**src/rtl/rom_rr_arb_pkg.sv**
```systemverilog
// Shared types for the ROM round-robin arbiter: ID width helper, in-flight tag, read latency.
// Latency is 2 when ROM_RR_ARB_OUT_REG_EN is defined, otherwise 1.
package rom_rr_arb_pkg;

    localparam int MAX_ID_W = 4;

`ifdef ROM_RR_ARB_OUT_REG_EN
    localparam int LATENCY = 2;
`else
    localparam int LATENCY = 1;
`endif

    function automatic int id_width(input int n);
        return (n > 1) ? $clog2(n) : 1;
    endfunction

    // Sized for the largest supported requester count; narrower arbiters truncate.
    typedef struct packed {
        logic                valid;
        logic [MAX_ID_W-1:0] id;
    } tag_t;

endpackage

```
**src/rtl/rr_grant.sv**
```systemverilog
// Combinational round-robin picker: first valid requester at or after ptr_i, wrapping at NUM_REQ.
// Zero latency, no state; grant is one-hot or zero.
module rr_grant #(
    parameter int NUM_REQ = 4,
    parameter int IDX_W   = 2
) (
    input  logic [NUM_REQ-1:0] valid_i,
    input  logic [IDX_W-1:0]   ptr_i,
    output logic [NUM_REQ-1:0] grant_o,
    output logic [IDX_W-1:0]   idx_o,
    output logic               any_o
);

    logic [IDX_W:0]   cand;
    logic [IDX_W-1:0] cidx;

    always_comb begin
        grant_o = '0;
        idx_o   = '0;
        any_o   = 1'b0;
        cand    = '0;
        cidx    = '0;
        for (int i = 0; i < NUM_REQ; i++) begin
            // Explicit compare keeps non-power-of-two counts inside 0..NUM_REQ-1.
            cand = {1'b0, ptr_i} + (IDX_W+1)'(i);
            if (cand >= (IDX_W+1)'(NUM_REQ)) begin
                cand = cand - (IDX_W+1)'(NUM_REQ);
            end
            cidx = cand[IDX_W-1:0];
            if (!any_o && valid_i[cidx]) begin
                any_o         = 1'b1;
                grant_o[cidx] = 1'b1;
                idx_o         = cidx;
            end
        end
    end

endmodule

```
**src/rtl/rom_rr_arbiter.sv**
```systemverilog
// Round-robin shares one registered-read ROM among NUM_REQ valid/ready requesters.
// Response LATENCY cycles after grant (1, or 2 with ROM_RR_ARB_OUT_REG_EN); one read/cycle sustained.
// Requests backpressured by withholding ready; responses have no backpressure.
module rom_rr_arbiter
    import rom_rr_arb_pkg::*;
#(
    parameter int NUM_REQ    = 4,
    parameter int ADDR_WIDTH = 8,
    parameter int DATA_WIDTH = 8
) (
    input  logic                          clk_i,
    input  logic                          arst_n_i,
    input  logic [NUM_REQ-1:0]            req_valid_i,
    input  logic [NUM_REQ*ADDR_WIDTH-1:0] req_addr_i,
    output logic [NUM_REQ-1:0]            req_ready_o,
    output logic [ADDR_WIDTH-1:0]         rom_addr_o,
    input  logic [DATA_WIDTH-1:0]         rom_data_i,
    output logic [NUM_REQ-1:0]            rsp_valid_o,
    output logic [$clog2(NUM_REQ)-1:0]    rsp_id_o,
    output logic [DATA_WIDTH-1:0]         rsp_data_o
);

    localparam int ID_W = id_width(NUM_REQ);

    logic [ID_W-1:0]       ptr_q, ptr_d;
    logic [ID_W-1:0]       gnt_idx;
    logic [NUM_REQ-1:0]    gnt;
    logic                  gnt_raw, gnt_any;
    logic [ADDR_WIDTH-1:0] addr_q;
    logic [DATA_WIDTH-1:0] data_q;
    tag_t                  tag_q [LATENCY];
    tag_t                  tag_out;

    rr_grant #(
        .NUM_REQ (NUM_REQ),
        .IDX_W   (ID_W)
    ) u_rr_grant (
        .valid_i (req_valid_i),
        .ptr_i   (ptr_q),
        .grant_o (gnt),
        .idx_o   (gnt_idx),
        .any_o   (gnt_raw)
    );

    assign gnt_any     = gnt_raw & arst_n_i;
    assign req_ready_o = gnt & {NUM_REQ{arst_n_i}};
    assign rom_addr_o  = gnt_any ? req_addr_i[gnt_idx*ADDR_WIDTH +: ADDR_WIDTH] : addr_q;

    always_comb begin
        ptr_d = ptr_q;
        if (gnt_any) begin
            ptr_d = (gnt_idx == ID_W'(NUM_REQ - 1)) ? '0 : gnt_idx + ID_W'(1);
        end
    end

    always_ff @(posedge clk_i or negedge arst_n_i) begin
        if (!arst_n_i) begin
            ptr_q  <= '0;
            addr_q <= '0;
            data_q <= '0;
            for (int s = 0; s < LATENCY; s++) begin
                tag_q[s] <= '0;
            end
        end else begin
            ptr_q <= ptr_d;
            if (gnt_any) begin
                addr_q <= rom_addr_o;
            end
            // Doubles as the hold register and, when enabled, the output data register.
            if (tag_q[0].valid) begin
                data_q <= rom_data_i;
            end
            tag_q[0].valid <= gnt_any;
            if (gnt_any) begin
                tag_q[0].id <= MAX_ID_W'(gnt_idx);
            end
            for (int s = 1; s < LATENCY; s++) begin
                tag_q[s] <= tag_q[s-1];
            end
        end
    end

    assign tag_out     = tag_q[LATENCY-1];
    assign rsp_valid_o = tag_out.valid ? (NUM_REQ'(1) << tag_out.id) : '0;
    assign rsp_id_o    = ID_W'(tag_out.id);

`ifdef ROM_RR_ARB_OUT_REG_EN
    assign rsp_data_o = data_q;
`else
    assign rsp_data_o = tag_q[0].valid ? rom_data_i : data_q;
`endif

endmodule
```
**config.mk**
```make
export PLATFORM = sky130hd
export DESIGN_NAME = rom_rr_arbiter
export DESIGN_NICKNAME = d
export VERILOG_FILES = /design/src/rtl/rom_rr_arb_pkg.sv /design/src/rtl/rr_grant.sv /design/src/rtl/rom_rr_arbiter.sv
export SDC_FILE = /design/constraint.sdc
export NUM_CORES = 1
export LEC_CHECK = 0
export ABC_AREA = 1
export BUFFER_PORTS_ARGS = -buffer_cell sky130_fd_sc_hd__buf_4
export CORE_ASPECT_RATIO = 1.1
export CORE_MARGIN = 1.5
export CORE_UTILIZATION = 49
export DETAILED_ROUTE_END_ITERATION = 10
export PLACE_DENSITY = 0.81
export SYNTH_ARGS = -nofsm -noshare
export SYNTH_HDL_FRONTEND = slang
export SYNTH_SLANG_ARGS = --single-unit
```
**constraint.sdc**
```tcl
create_clock -name clk_i -period 3.1 [get_ports clk_i]
set_clock_uncertainty 0.15 [all_clocks]
set_input_delay 0.62 -clock clk_i [delete_from_list [all_inputs] [get_ports clk_i]]
set_output_delay 0.62 -clock clk_i [all_outputs]
set_load 0.02 [all_outputs]
```
## Word level (Yosys, flattened, before mapping)

Cells that the tools add are included.

| operators by class | value |
|---|---|
| mux-type cells | 36 |
| equal/unequal tests | 1 |
| add/subtract/negate cells | 8 |
| reductions and logical operators | 10 |
| $lt $le $gt $ge | 12 |
| bitwise operators | 5 |
| shifts and indexed selects | 2 |

Operator list:

| operator | number |
|---|---|
| $shiftx A32 B6 Y8 | 1 |
| $mux W4 | 5 |
| $mux W2 | 9 |
| $mux W8 | 2 |
| $lt A2 B3 Y1 const B | 4 |
| $mux W1 | 12 |
| $or A4 B4 Y4 | 3 |
| $ge A3 B3 Y1 const B | 3 |
| $bmux W1 S2 | 4 |
| $demux W1 S2 | 4 |
| $ge A2 B1 Y1 const B | 4 |
| $sub A2 B1 Y2 const B | 4 |
| $logic_and A1 B1 Y1 | 7 |
| $add A2 B2 Y3 const B | 2 |
| $and A4 B4 Y4 | 1 |
| $shl A1 B2 Y4 const A | 1 |
| $add A2 B1 Y3 const B | 1 |
| $ge A2 B3 Y1 const B | 1 |
| $logic_not A1 Y1 | 3 |
| $add A2 B1 Y2 const B | 1 |
| $eq A2 B2 Y1 const B | 1 |
| $and A1 B1 Y1 | 1 |

| storage, ports and cells | value |
|---|---|
| register bits after elaboration | 21 |
| logic and storage cells | 79 |
| output and inout port bits | 26 |

## Depth between registers and ports, before layout

Gate-level depths: netlist of the first run.

| logic depth | value |
|---|---|
| word-level depth | 16 |
| mapped depth | 14 |
| depth with buffers taken out | 14 |

## Hierarchy

From an unflattened synthesis of the first run, not the netlist that was laid out.

| unflattened totals | value |
|---|---|
| cell total of the unflattened synthesis | 253 |
| area total of the unflattened synthesis | 1664.1 µm² |

Modules (own cells, without submodules):

| module | cells each | area an instance (µm²) | times used |
|---|---|---|---|
| rom_rr_arbiter | 179 | 1223.7 | 1 |
| rr_grant | 74 | 440.4 | 1 |

## Worst setup path after synthesis of the first run

No wires, ideal clock.

| path | value |
|---|---|
| path kind | register -> output |
| start | register ptr_q[0] |
| end | output rom_addr_o[4] |
| slack | 143 ps |
| arrival time | 2187 ps |
| path buffers | 1 |
| data required time | 2330 ps |
| cell stages (with the launch flop) | 13 |
| cell sequence | dfrtp_1 inv_2 ha_1 inv_1 nand2_1 nand2_2 o21ai_1 nand2_2 nand3_2 buf_2 or2_1 nand3_1 nand3_1 |

| on the way | value |
|---|---|
| cells in the longest elaborated chain, start to end | 16 |
| elaborated cells on any way between the ends | 40 |
| classes of those cells | add/sub (7); order compare (4); shift (1); mux (21); bitwise (1); reduce/logical (6) |

Ends and longest elaborated chain:

| what | line | source |
|---|---|---|
| start, declared | rom_rr_arbiter.sv:25 | `logic [ID_W-1:0] ptr_q, ptr_d;` |
| start signal, assigned | rom_rr_arbiter.sv:65 | `ptr_q <= ptr_d;` |
| parallel branches: the longest is 15 deep, another holds $add A2 B1 Y3 | -- |  |
| $mux W8 * | rom_rr_arbiter.sv:47 | `assign rom_addr_o = gnt_any ? req_addr_i[gnt_idx*ADDR_WIDTH +: ADDR_WIDTH] : addr_q;` |
| end, declared | rom_rr_arbiter.sv:16 | `output logic [ADDR_WIDTH-1:0] rom_addr_o,` |

Mark *: on every way between the ends. The select of a mux whose other input is x is not followed.

## Worst setup path after layout of the first run

Same ends and word-level chain as after synthesis.

==> reports/results.tsv, run 1 <==
metric	value	unit
initial antenna violation count	0	
Psw	2.266	mW
crit share post-route	106.2	%
I/O Pins	72	
Synth area leaders	dfrtp_1 30%, nand2_1 18%, nand3_1 10%	
RR Endpoint	addr_q[4]$_DFFE_PN0P_	
area grow syn2layout	66.06	%
yosys warns	0	
Setup crit end	rom_addr_o[4]	
Final min period	3291	ps
Placed Cells	385	
CTS sink cnt	21	
worst-case reg-to-reg path depth	12	
sequential power share	10.9	%
total wire length	7202	um
GPL Wtd Cong	0.9004	
post-synthesis register bit count	21	
Hold Path Class	input port to async pin	
DRC violations left	0	
WL/cell	17.44	um
Synth top area share	29.58	%
failing checks	negative setup slack	
drt first pass iters	6	
commonest non-fill, non-tap cells in the layout	87 x buf_4, 65 x nand2_1, 41 x inv_1	
largest net degree at the start of global routing	29	
Slew HR	76.62	%
internal reg-to-reg setup slack	670	ps
Clock power frac	3.3	%
final setup violation count	8	
die area	3997	um2
worst r2r src	ptr_q[0]$_DFFE_PN0P_	
first-pass GRT wire length	7617	um
static leakage	1.656	nW
via count	2280	
Fin. Hold Viols	0	
Final Net Count	421	
CP Class	flip-flop to output port	
status	complete, but fails checks	
Die Ht	66.16	um
Slew @ Worst Pin	350.3	ps
DR vias/cell	5.521	
Mapped Area	1777	um2
Mapped Cells	267	
Crit. End Element	output port	
Netlist cell types	30	
max cap viols	0	
critical path fanouts, max	7	
post-route ant nets	0	
htree depth	1	
dpl ws	130.5	ps
syn nets	322	
clk_lat worst skew	320	ps
vias in the first global route	1771	
switch share	53.15	%
startpoint types	flip-flop	
post-route cell area	2950	um2
Highest Clock Rate	0.3038	GHz
crit path from	ptr_q[0]$_DFFE_PN0P_	
clk slew on worst S/H paths	130	ps
GRT overflow	0	
required time of the worst setup path	2330	ps
DP Wirelength	3372	um
share of cells above drive strength 1	49.04	%
Initial Util	52.05	%
fin worst setup slack	-191.2	ps
GRT Total Usage	24.74	%
hold_buf cts	0	
Seq/Total Area, Yosys	29.58	%
Placed Area	2381	um2
CP arrival	2520	ps
# rows	22	
largest area contributor in the netlist	dfrtp_1	
worst hold slack	158.7	ps
Max VDD drop	0.001055	V
Combinational Power Share	85.8	%
clock tree buffer depth	2	
port bufs	71	
most common cell after layout, fill and taps aside	buf_4	
PD cells	1445	nW/um2
clk root buf	clkbuf_4	
fin. max-slew vios	0	
Non-Filler Instances	413	
Num CTS Buffers	3	
Int Power	1.997	mW
setup repair after global routing missed its margin	true	
Die X	60.42	um
TritonCTS clock tree	yes	
Iteration-0 DRC Markers	219	
Antenna Cells	0	
Avg Inst Size Synth	6.654	um2
TNS Setup	-1294	ps
Placeable Area	3413	um2
[what timing repair did]
action / CTS / global route
endpoints found under the setup margin: 8 / 9
pin swaps: 10 / 31
resized for setup: 14 / 68
buffers inserted: 11 / 10
gates cloned: 0 / 3
[sequential cells by signal, summed over array words and instances, names as in the netlist]
register  count
data_q        8
tag_out       1
ptr_q         2
rsp_id_o      2
addr_q        8
[layer usage]
layer  up-vias  GRT usage [%]  part of all wire (%)
met5         -              0                     0
met4         0          6.793                   5.0
met3        34          6.262                   7.3
met2       156          41.71                    51
met1      1054          30.98                    36
li1       1036              -                     -
[critical path: stages (launching register included)]
cell and delay, ps:
dfrtp_1 430, inv_2 80, ha_4 340, nand3_2 120
nand2_2 140, a21oi_2 80, nand2_2 110, nand3_4 150
buf_12 170, or2_1 250, nand3_2 130, nand3_2 70
buf_6 130
[cells in the mapped netlist, drive strengths merged]
| cell type | instances |
|---|---|
| nor3 | 4 |
| inv | 46 |
| nand2 | 93 |
| nor2 | 10 |
| nand3 | 41 |
| ha | 9 |
| nand4 | 4 |
| clkbuf | 2 |
| a21oi | 3 |
| nand3b | 1 |
| o221ai | 1 |
| or2 | 12 |
| buf | 6 |
| a22oi | 1 |
| a21boi | 1 |
| dfrtp | 21 |
| o21ai | 9 |
| a31oi | 1 |
| o22ai | 2 |
[power groups by stage]
stage	Sequential, mW	Clock (mW)	Combinational [mW]
after detailed placement	0.458	0	2.31
after global routing	0.477	0.151	3.85
final	0.467	0.140	3.66
after CTS	0.453	0.135	2.57
after global placement	0.452	0	2.27
after floorplan	0.459	0	1.64
[layout make-up]
type,count,area [um2]
Multi-Input combinational cell,192,1300
Timing Repair Buffer,102,858.3
Sequential cell,21,525.5
Fill cell,197,462.9
Inverter,46,180.2
Tap cell,48,60.06
Clock buffer,4,26.28
[logic make-up (layout without fill, tap and decap cells)]
group           Yosys count  count (layout)  synth area share [%]
compound gates           18              18                 5.775
fa+ha+maj                 9               9                 6.338
buf+inv                  54             152                 12.75
flops                    21              21                 29.58
simple gates            165             165                 45.56
[through the flow]
stage | util [%] | power [mW]
floorplan | - | 2.095
global placement | 69.76 | 2.724
detailed placement | 69.76 | 2.769
CTS | 74.52 | 3.158
global route | 86.44 | 4.475
finish | 86.44 | 4.264
[worst min path at each step]
stage | start | slack [ps] | end | cells past startpoint
after floorplan | arst_n_i | 170 | addr_q[0]$_DFFE_PN0P_ | 0
after global placement | data_q[2]$_DFF_PN0_ | 300 | data_q[2]$_DFF_PN0_ | 2
after detailed placement | data_q[1]$_DFF_PN0_ | 310 | data_q[1]$_DFF_PN0_ | 2
after CTS | arst_n_i | 140 | ptr_q[0]$_DFFE_PN0P_ | 2
after global routing | arst_n_i | 170 | ptr_q[0]$_DFFE_PN0P_ | 2
final | arst_n_i | 160 | addr_q[2]$_DFFE_PN0P_ | 2
No activity file was read; power rests on OpenSTA's default activity.
==> run 2: changes to the inputs <==
==> constraint.sdc (replaced) <==
create_clock -name clk_i -period 3.1 [get_ports clk_i]
set_clock_uncertainty 0.15 [all_clocks]
set_input_delay 0.31 -clock clk_i [delete_from_list [all_inputs] [get_ports clk_i]]
set_output_delay 0.31 -clock clk_i [all_outputs]
set_load 0.02 [all_outputs]
==> run 2 against run 1 <==
  * Maximum frequency is 14% higher
  * Core utilization is 15 points lower
  * First-iteration DRC count fell by 74%
  * Non-clock buffer count is 24 lower
  * Highest routed layer unchanged
  * Setup slack gained 410 ps
  * Largest power group unchanged
  * Sequential share of layout area increased by 3.6 points
  * Via count down 18%
  * The flow now finishes without violations
==> reports/results.tsv, run 2 (synthesis gave the netlist of run 1 again) <==
metric	value	unit	change
max cap viols	0		unchanged
Max VDD drop	0.0006848	V	-35%
Crit path top cell by count	nand2_1		
Final min period	2883	ps	-408.1 ps
clk_lat worst skew	310	ps	about the same
total wire length	4489	um	-38%
Num CTS Buffers	3		unchanged
htree depth	1		unchanged
Slew @ Worst Pin	375.8	ps	+25.49 ps
worst r2r src	ptr_q[1]$_DFFE_PN0P_		
DP Wirelength	3412	um	+1.2%
share of cells above drive strength 1	30.70	%	-18 points
required time of the worst setup path	2640	ps	+310 ps
HP Start	rom_data_i[6]		
CP arrival	2420	ps	-100 ps
via count	1876		-18%
area grow syn2layout	38.03	%	
worst hold slack	65.24	ps	-93.44 ps
I/O Pins	72		unchanged
crit path from	ptr_q[1]$_DFFE_PN0P_		
Placed Cells	383		-0.52%
Initial Util	52.05	%	unchanged
Combinational Power Share	80.2	%	-5.6 points
clock tree buffer depth	2		unchanged
Clock power frac	4.6	%	+1.3 points
post-route ant nets	0		unchanged
CP top delay family	simple AND/OR/NAND/NOR gates		
GPL Wtd Cong	0.9848		+9.4%
sequential power share	15.1	%	+4.2 points
fin worst setup slack	216.9	ps	+408.1 ps
# rows	22		unchanged
Tot Pwr	2.997	mW	-30%
critical path fanouts, max	5		-2
Fin. Hold Viols	0		unchanged
CP Class	flip-flop to output port		
CP cell instances	inv_1 -> ha_2 -> inv_2 -> nand3_1 -> nand2_1 -> nand3_1 -> nor2_4 -> nand2_1 -> o21ai_1 -> nand3_1 -> nand2_1 -> nand2_1 -> nand2_1 -> buf_4		
DR vias/cell	4.810		-13%
Non-Filler Instances	390		-5.6%
Antenna Cells	0		unchanged
TNS Setup	0	ps	+1294 ps
dpl ws	297.9	ps	+167.3 ps
Int Power	1.351	mW	-32%
CTS sink cnt	21		unchanged
initial antenna violation count	0		unchanged
clk slew on worst S/H paths	130	ps	about the same
filler instances	308		+56%
Crit. End Element	output port		
Hold Path Class	input port to flip-flop		
setup repair after global routing missed its margin	false		
Placeable Area	3413	um2	unchanged
Final Net Count	398		-5.5%
Die Ht	66.16	um	unchanged
GRT overflow	0		unchanged
status	complete, no violations		
largest net degree at the start of global routing	30		+3.4%
Buffers & Inverters on Critical Path	3		unchanged
vias in the first global route	1688		-4.7%
CP max stage cell	dfrtp_1		
most common cell after layout, fill and taps aside	nand2_1		
Placed Area	2354	um2	-1.2%
WL/cell	11.51	um	-34%
final core utilization	71.85	%	-15 points
startpoint types	flip-flop		
crit share post-route	93.00	%	-13 points
Psw	1.646	mW	-27%
top flop regs	addr_q (8), data_q (8)		
clk root buf	clkbuf_4		
first-pass GRT wire length	7044	um	-7.5%
switch share	54.94	%	+1.8 points
port bufs	71		unchanged
Iteration-0 DRC Markers	56		-74%
commonest non-fill, non-tap cells in the layout	86 x nand2_1, 77 x buf_4, 42 x inv_1		
crit-path max cell delay	400	ps	-30 ps
GRT Total Usage	23.09	%	-1.7 points
post-route cell area	2452	um2	-17%
Die X	60.42	um	unchanged
PD cells	1222	nW/um2	-15%
final setup violation count	0		-8
TritonCTS clock tree	yes		
Highest Clock Rate	0.3468	GHz	+14%
static leakage	1.446	nW	-13%
Slew HR	74.78	%	-1.8 points
DRC violations left	0		unchanged
drt first pass iters	4		-2
die area	3997	um2	unchanged
fin. max-slew vios	0		unchanged
-- run 2: changes by cell type in the layout (fill, tap and decap cells not counted), sizes merged --
cell and delta:
nand3 +1, dlygate4sd3 +1, buf -23, clkbuf -3, clkinv +1
-- run 2: tightest hold or removal path: cells and delay by family --
family,cells,cell delay [ps]
AND/OR/NAND/NOR,2,110
buffers and inverters,1,80
-- run 2: area by class of cell --
cell class | count | area [um2] | area share, %
multi-input combinational | 193 | 1079 | 43.98
timing repair buffer | 78 | 588.1 | 23.98
sequential | 21 | 525.5 | 21.43
inverter | 46 | 172.7 | 7.041
tap | 48 | 60.06 | 2.449
clock buffer | 3 | 22.52 | 0.9184
clock inverter | 1 | 5.005 | 0.2041
-- run 2: per-layer routing --
metal  track usage, %  routed length (um)  share of wire [%]
met5                0                   0                  0
met4            7.337                  46                1.0
met3            4.501                 232                5.2
met2            38.86                2280                 51
met1            29.38                1929                 43
-- run 2: path summary, 6_finish.rpt --
check | end | slack, ps | cells past startpoint
max reg2reg | ptr_q[1]$_DFFE_PN0P_ | 730 | 13
min | data_q[6]$_DFF_PN0_ | 70 | 3
max | rom_addr_o[1] | 220 | 14
max in group asynchronous | addr_q[4]$_DFFE_PN0P_ | 2280 | 2
min in group asynchronous | data_q[5]$_DFF_PN0_ | 270 | 2
min reg2reg | data_q[4]$_DFF_PN0_ | 330 | 2
-- run 2: power by group through the flow --
stage               combinational, mW  clock [mW]  sequential [mW]
global placement                 2.23           0            0.452
floorplan                        1.64           0            0.459
finish                           2.40       0.139            0.454
detailed placement               2.26           0            0.459
global route                     2.66       0.152            0.470
CTS                              2.28       0.145            0.452
-- run 2: what timing repair did --
item                                    4_1_cts  5_1_grt
endpoints found under the setup margin        6        8
pin swaps                                     0        3
endpoints found under the hold margin        21        0
hold buffers                                  1        0
buffers inserted                              0        1
gates cloned                                  0        1
resized for setup                             1        8
